==> src/rtl/mini_src_pkg.sv <==
// Shared ALU opcode constants, sequencer state encoding and opcode classification helpers.
package mini_src_pkg;

  localparam logic [4:0] OpAdd   = 5'b00011;
  localparam logic [4:0] OpSub   = 5'b00100;
  localparam logic [4:0] OpAnd   = 5'b00101;
  localparam logic [4:0] OpOr    = 5'b00110;
  localparam logic [4:0] OpXor   = 5'b00111;
  localparam logic [4:0] OpSll   = 5'b01000;
  localparam logic [4:0] OpSrl   = 5'b01001;
  localparam logic [4:0] OpSra   = 5'b01010;
  localparam logic [4:0] OpSlt   = 5'b01011;
  localparam logic [4:0] OpMul   = 5'b01111;
  localparam logic [4:0] OpDiv   = 5'b10000;
  localparam logic [4:0] OpMisc0 = 5'b10001;
  localparam logic [4:0] OpMisc1 = 5'b10010;
  localparam logic [4:0] OpClr   = 5'b11111;

  typedef enum logic [1:0] {
    StIdle,
    StExec,
    StResp
  } state_e;

  // Mul and div produce a 64-bit result whose upper half is meaningful.
  function automatic logic is_wide(input logic [4:0] op);
    return (op == OpMul) || (op == OpDiv);
  endfunction

  function automatic logic is_legal(input logic [4:0] op);
    logic legal;
    unique case (op)
      OpAdd, OpSub, OpAnd, OpOr, OpXor, OpSll, OpSrl, OpSra, OpSlt,
      OpMul, OpDiv, OpMisc0, OpMisc1, OpClr: legal = 1'b1;
      default:                               legal = 1'b0;
    endcase
    return legal;
  endfunction

endpackage

==> src/rtl/alu_op_decode.sv <==
// Combinational classification of an ALU control code.
module alu_op_decode
  import mini_src_pkg::*;
(
  input  logic [4:0] op,
  output logic       is_wide,
  output logic       is_legal
);

  assign is_wide  = mini_src_pkg::is_wide(op);
  assign is_legal = mini_src_pkg::is_legal(op);

endmodule

==> src/rtl/alu_op_sequencer.sv <==
// Sequences one request through an external combinational ALU and returns its result.
// Define ALU_OP_CHECK_EN to reject illegal opcodes with rsp_err instead of executing them.
module alu_op_sequencer
  import mini_src_pkg::*;
#(
  parameter int unsigned SETTLE_CYCLES = 1
) (
  input  logic        clk,
  input  logic        clr,
  input  logic        req_valid,
  output logic        req_ready,
  input  logic [4:0]  req_op,
  input  logic [31:0] req_a,
  input  logic [31:0] req_b,
  output logic [31:0] alu_y,
  output logic [31:0] alu_b,
  output logic [4:0]  alu_control,
  input  logic [63:0] alu_result,
  output logic        rsp_valid,
  input  logic        rsp_ready,
  output logic [31:0] rsp_lo,
  output logic [31:0] rsp_hi,
  output logic        rsp_wide,
  output logic        rsp_err
);

  localparam logic [3:0] LastCnt = 4'(SETTLE_CYCLES - 1);

  state_e      state_q, state_d;
  logic [31:0] y_q, y_d;
  logic [31:0] b_q, b_d;
  logic [4:0]  op_q, op_d;
  logic [63:0] z_q, z_d;
  logic [3:0]  cnt_q, cnt_d;
  logic        wide_q, wide_d;
  logic        err_q, err_d;
  logic        req_wide, req_legal;

  alu_op_decode u_decode (
    .op       (req_op),
    .is_wide  (req_wide),
    .is_legal (req_legal)
  );

  always_comb begin
    state_d = state_q;
    y_d     = y_q;
    b_d     = b_q;
    op_d    = op_q;
    z_d     = z_q;
    cnt_d   = cnt_q;
    wide_d  = wide_q;
    err_d   = err_q;
    unique case (state_q)
      StIdle: begin
        if (req_valid) begin
          y_d     = req_a;
          b_d     = req_b;
          op_d    = req_op;
          cnt_d   = '0;
          wide_d  = req_wide;
          err_d   = 1'b0;
          state_d = StExec;
`ifdef ALU_OP_CHECK_EN
          // Illegal ops bypass the ALU entirely and report an error with a zero result.
          if (!req_legal) begin
            wide_d  = 1'b0;
            err_d   = 1'b1;
            z_d     = '0;
            state_d = StResp;
          end
`endif
        end
      end
      StExec: begin
        if (cnt_q == LastCnt) begin
          z_d     = alu_result;
          state_d = StResp;
        end else begin
          cnt_d = cnt_q + 4'd1;
        end
      end
      StResp: begin
        if (rsp_ready) begin
          state_d = StIdle;
        end
      end
      default: state_d = StIdle;
    endcase
  end

  always_ff @(posedge clk) begin
    if (clr) begin
      state_q <= StIdle;
      y_q     <= '0;
      b_q     <= '0;
      op_q    <= '0;
      z_q     <= '0;
      cnt_q   <= '0;
      wide_q  <= 1'b0;
      err_q   <= 1'b0;
    end else begin
      state_q <= state_d;
      y_q     <= y_d;
      b_q     <= b_d;
      op_q    <= op_d;
      z_q     <= z_d;
      cnt_q   <= cnt_d;
      wide_q  <= wide_d;
      err_q   <= err_d;
    end
  end

  assign req_ready   = (state_q == StIdle);
  assign rsp_valid   = (state_q == StResp);
  assign alu_y       = y_q;
  assign alu_b       = b_q;
  assign alu_control = (state_q == StExec) ? op_q : OpClr;
  assign rsp_lo      = z_q[31:0];
  assign rsp_hi      = wide_q ? z_q[63:32] : 32'h0;
  assign rsp_wide    = wide_q;

`ifdef ALU_OP_CHECK_EN
  assign rsp_err = err_q;
`else
  logic unused_check;
  assign unused_check = req_legal ^ err_q;
  assign rsp_err      = 1'b0;
`endif

endmodule

==> config.mk <==
export PLATFORM = sky130hd
export DESIGN_NAME = alu_op_sequencer
export DESIGN_NICKNAME = d
export VERILOG_FILES = /design/src/rtl/mini_src_pkg.sv /design/src/rtl/alu_op_decode.sv /design/src/rtl/alu_op_sequencer.sv
export SDC_FILE = /design/constraint.sdc
export NUM_CORES = 1
export LEC_CHECK = 0
export BUFFER_PORTS_ARGS = -buffer_cell sky130_fd_sc_hd__buf_4
export CORE_MARGIN = 4
export CORE_UTILIZATION = 45
export CTS_BUF_LIST = sky130_fd_sc_hd__clkbuf_4 sky130_fd_sc_hd__clkbuf_8
export CTS_CLUSTER_DIAMETER = 200
export DETAILED_ROUTE_END_ITERATION = 10
export PLACE_DENSITY_LB_ADDON = 0.2
export SLEW_MARGIN = 25
export SYNTH_ARGS = -nofsm -noshare
export SYNTH_HDL_FRONTEND = slang
export SYNTH_HIERARCHICAL = 1
export SYNTH_SLANG_ARGS = --single-unit
==> constraint.sdc <==
create_clock -name clk -period 1.65 [get_ports clk]
set_input_delay 0.0825 -clock clk [delete_from_list [all_inputs] [get_ports clk]]
set_output_delay 0.0825 -clock clk [all_outputs]
set_load 0.01 [all_outputs]
Yosys cells after proc, flatten, opt, wreduce, memory -nomap -nowiden
Index checks and enable logic that the tools add are counted.
{"block": "op_classes", "reduce_logical": 8, "addsub": 1, "n_mux": 9, "n_eq_ne": 8}
{"operator": "32-bit two-way mux", "n": 1}
{"operator": "4-bit two-way mux", "n": 2}
{"operator": "4-bit one-hot mux with 2 select lines", "n": 1}
{"operator": "2-bit two-way mux", "n": 3}
{"operator": "2-bit != test (second input constant)", "n": 3}
{"operator": "2-bit one-hot mux with 3 select lines", "n": 1}
{"operator": "3-bit AND reduction", "n": 2}
{"operator": "5-bit by 4-bit equality test with 1-bit output (second input constant)", "n": 1}
{"operator": "5-bit equality test (second input constant)", "n": 1}
{"operator": "5-bit two-way mux", "n": 1}
{"operator": "4-bit by 1-bit adder with 4-bit output (second input constant)", "n": 1}
{"operator": "4-bit logical NOT", "n": 1}
{"operator": "2-bit AND reduction", "n": 2}
{"operator": "2-bit by 1-bit equality test with 1-bit output (second input constant)", "n": 1}
{"operator": "2-bit equality test (second input constant)", "n": 1}
{"operator": "2-bit logical NOT", "n": 1}
{"operator": "2-bit by 1-bit != test with 1-bit output (second input constant)", "n": 1}
{"operator": "2-bit nonzero test", "n": 1}
{"operator": "1-bit logical OR", "n": 1}
{"block": "totals", "register_bits": 140, "output_inout_bits": 137, "inputBits": 137, "wordCells": 33}

Logic depth before layout (Yosys ltp)
{"block": "logic_depth", "depth_word": 3, "depth_mapped": 7, "mapped_depth_nobuf": 5}

Cells and area by module
The synthesis kept the hierarchy.
{"module": "alu_op_sequencer", "cells_per_inst": 710, "n_inst": 1, "seq_area_each_um2": 2802.7, "area_per_inst_um2": 5784.3}
{"module": "alu_op_decode", "cells_per_inst": 11, "n_inst": 1, "seq_area_each_um2": 0.0, "area_per_inst_um2": 70.1}

Worst setup path before layout
Ideal clock, no wire load.
{"block": "synth_timing", "path_type": "flip-flop to flip-flop", "startpoint": "register cnt_q[0]", "endpoint": "register z_q[24]", "setup_slack_ns": 0.174, "path_buffers": 2, "arrival_ns": 1.344, "setup_time_ns": 0.132, "required_time_ns": 1.518, "path_stages_with_launch": 8, "synth_period_minus_slack_ns": 1.476, "cell_sequence": "dfxtp_1 -> inv_1 -> ha_1 -> or3b_4 -> buf_6 -> buf_6 -> o21ai_1 -> a21oi_1"}
{"block": "synth_between", "elab_chain_cells": 2}
{"element": "start: declaration", "line": "alu_op_sequencer.sv:34", "source": "logic [3:0] cnt_q, cnt_d;"}
{"element": "start signal: assignment", "line": "alu_op_sequencer.sv:108", "source": "cnt_q <= cnt_d;"}
{"element": "4-bit logical NOT", "line": "alu_op_sequencer.sv:76", "source": "if (cnt_q == LastCnt) begin"}
{"element": "2-bit AND reduction (no line)"}
{"element": "end signal: assignment", "line": "alu_op_sequencer.sv:107", "source": "z_q <= z_d;"}
{"element": "end: declaration", "line": "alu_op_sequencer.sv:33", "source": "logic [63:0] z_q, z_d;"}
Every way passes these cells.
A chain may end at the register's enable or synchronous reset.

Worst setup path after layout
{"block": "layout_timing", "startpoint": "register cnt_q[0]", "endpoint": "register z_q[17]"}
Same word-level chain as after synthesis.

==> flow_summary.ini <==
[critical_path]
r2r_setup_slack_ns = 0.04
setup.worst_path.end = z_q[17]
crit_type = reg -> reg
worstPathRequired_ns = 1.97
timing.rr.end = z_q[17]
crit_fanout = 47
worstRegToRegCells = 6
arrival_ns = 1.93
end_kind = flip-flop
crit_start = cnt_q[0]
r2r-start = cnt_q[0]
startpoint_type = flip-flop

[finish]
drive_gt1_share_pct = 31.7
multi_input_area_um2 = 2360
final_util_pct = 75.6
regArea_um2 = 2800
syn_to_final_growth_pct = 64.3
final_common_cell = buf_4
nFillCells = 857
final_nets = 1204
most-common-layout-cells = buf_4 (283), nand2_1 (143), dfxtp_1 (140)

[grt]
grt_usage_pct = 27.1
grt_max_degree = 71
grt_pass1_wl_um = 31900
grt_overflow = 0
antenna_found_initial = 1
grt_pass1_vias = 6367

[min_path]
hp-class = in -> reg

[cts]
htreeDepth = 4
cts_buffer_depth = 2
clock_latency_ns = 0.44
cts_buffers = 17
cts_sinks = 140
cts_tree = done
root_buffer = clkbuf_8
cts.clk_slew.worst_paths_ns = 0.08

[placed_design]
gp_routability_congestion = 0.765
port_buffers = 272
dpl.hpwl_um = 11200

[pwr]
peakVddDrop_v = 0.000749
cellLeakagePower_nw = 4.12
p_per_area_nw_per_um2 = 893

[floorplanning]
num_io_pins = 274
core_area_um2 = 12600
die_y_um = 122
start_util_pct = 46.0
die-width_um = 122
rows = 41
fp.dieArea_um2 = 14800

[routing]
drtIter0Drc = 583
first_pass_iters = 4
drtAntennaViolNets = 0
num_vias = 6366
drt-vias-per-instance = 5.08
wl_um = 20900
drc = 0
wl_per_cell_um = 16.7

[timing]
fmax_mhz = 620
period_share_pct = 97.8
finClkSkew_ns = 0.00899
min_period_ns = 1.61
setup_violations = 0
report.final.slew_viol_count = 0
hold_viol_final = 0
hold_slack_ns = 0.0654
grt_setup_unrepaired = yes

[job]
maxCapViolations = 0

[logic_synthesis]
syn_inst = 714
ys_warn_count = 6
syn_area_um2 = 5810
syn_area_per_cell_um2 = 8.13
syn_nets = 853

[run_status]
status = finished, final reports clean
## stage by stage
stage / area [um2] / TNS, ns / cells / power [mW] / setup WS [ns]
finish: 9540 / 0 / 1252 / 8.52 / 0.0359
global route: 9540 / -0.0471 / 1251 / 8.88 / -0.0132
CTS: 9470 / 0 / 1247 / 8.50 / 0.00302
detailed placement: 7650 / 0 / 1079 / 5.24 / 0.0881
global placement: 7650 / 0 / 1079 / 5.22 / 0.127
floorplan: 5810 / 0 / 714 / 4.63 / 0.174
## state kept, by name (all words and copies together) (netlist names)
signal,flops
rsp_wide,1
cnt_q,4
z_q,64
alu_b,32
alu_y,32
op_q,5
state_q,2
## power by group
group / leakage (nW) / internal (mW) / switching (mW)
combinational: 2.75 / 0.941 / 0.833
clock: 0.226 / 1.67 / 1.32
sequential: 1.15 / 3.62 / 0.132
## worst max-delay path: stages (launching register included)
cell and delay, ns:
dfxtp_1 0.34, inv_1 0.08, ha_2 0.18, or3b_4 0.41, buf_12 0.20, o21ai_1 0.16
a21oi_1 0.11
## routing by layer
layer / vias to the layer above / track usage, % / wire, um
li1: 3067 / - / -
met1: 2958 / 30.1 / 7920
met2: 293 / 46.6 / 10400
met3: 48 / 9.70 / 1850
met4: 0 / 12.3 / 707
met5: - / 0 / 0
## worst min path at each step
| stage | cells after the start | start | endpoint |
|---|---|---|---|
| 6_report | 3 | req_valid | state_q[0] |
| 5_1_grt | 2 | clr | alu_b[13] |
| 4_1_cts | 2 | clr | state_q[1] |
| 3_5_place_dp | 3 | req_b[18] | alu_b[18] |
| 3_3_place_gp | 3 | req_a[29] | alu_y[29] |
| 2_1_floorplan | 2 | req_op[0] | op_q[0] |
## what timing repair did
action / in CTS / in global routing
hold buffers: 134 / 0
setup buffers: 1 / 2
cloned: 1 / 1
endpoints found under the setup margin: 5 / 28
gates resized for setup: 1 / 18
endpoints found under the hold margin: 135 / 0
## cell type report
type	instances	area share, %
Antenna cell	2	0.0525
Tap cell	172	2.26
Clock buffer	22	3.11
Clock inverter	10	1.43
Sequential cell	140	29.4
Timing Repair Buffer	429	38.9
Multi-Input combinational cell	474	24.7
Inverter	3	0.118
No activity file was read; power rests on OpenSTA's default activity.
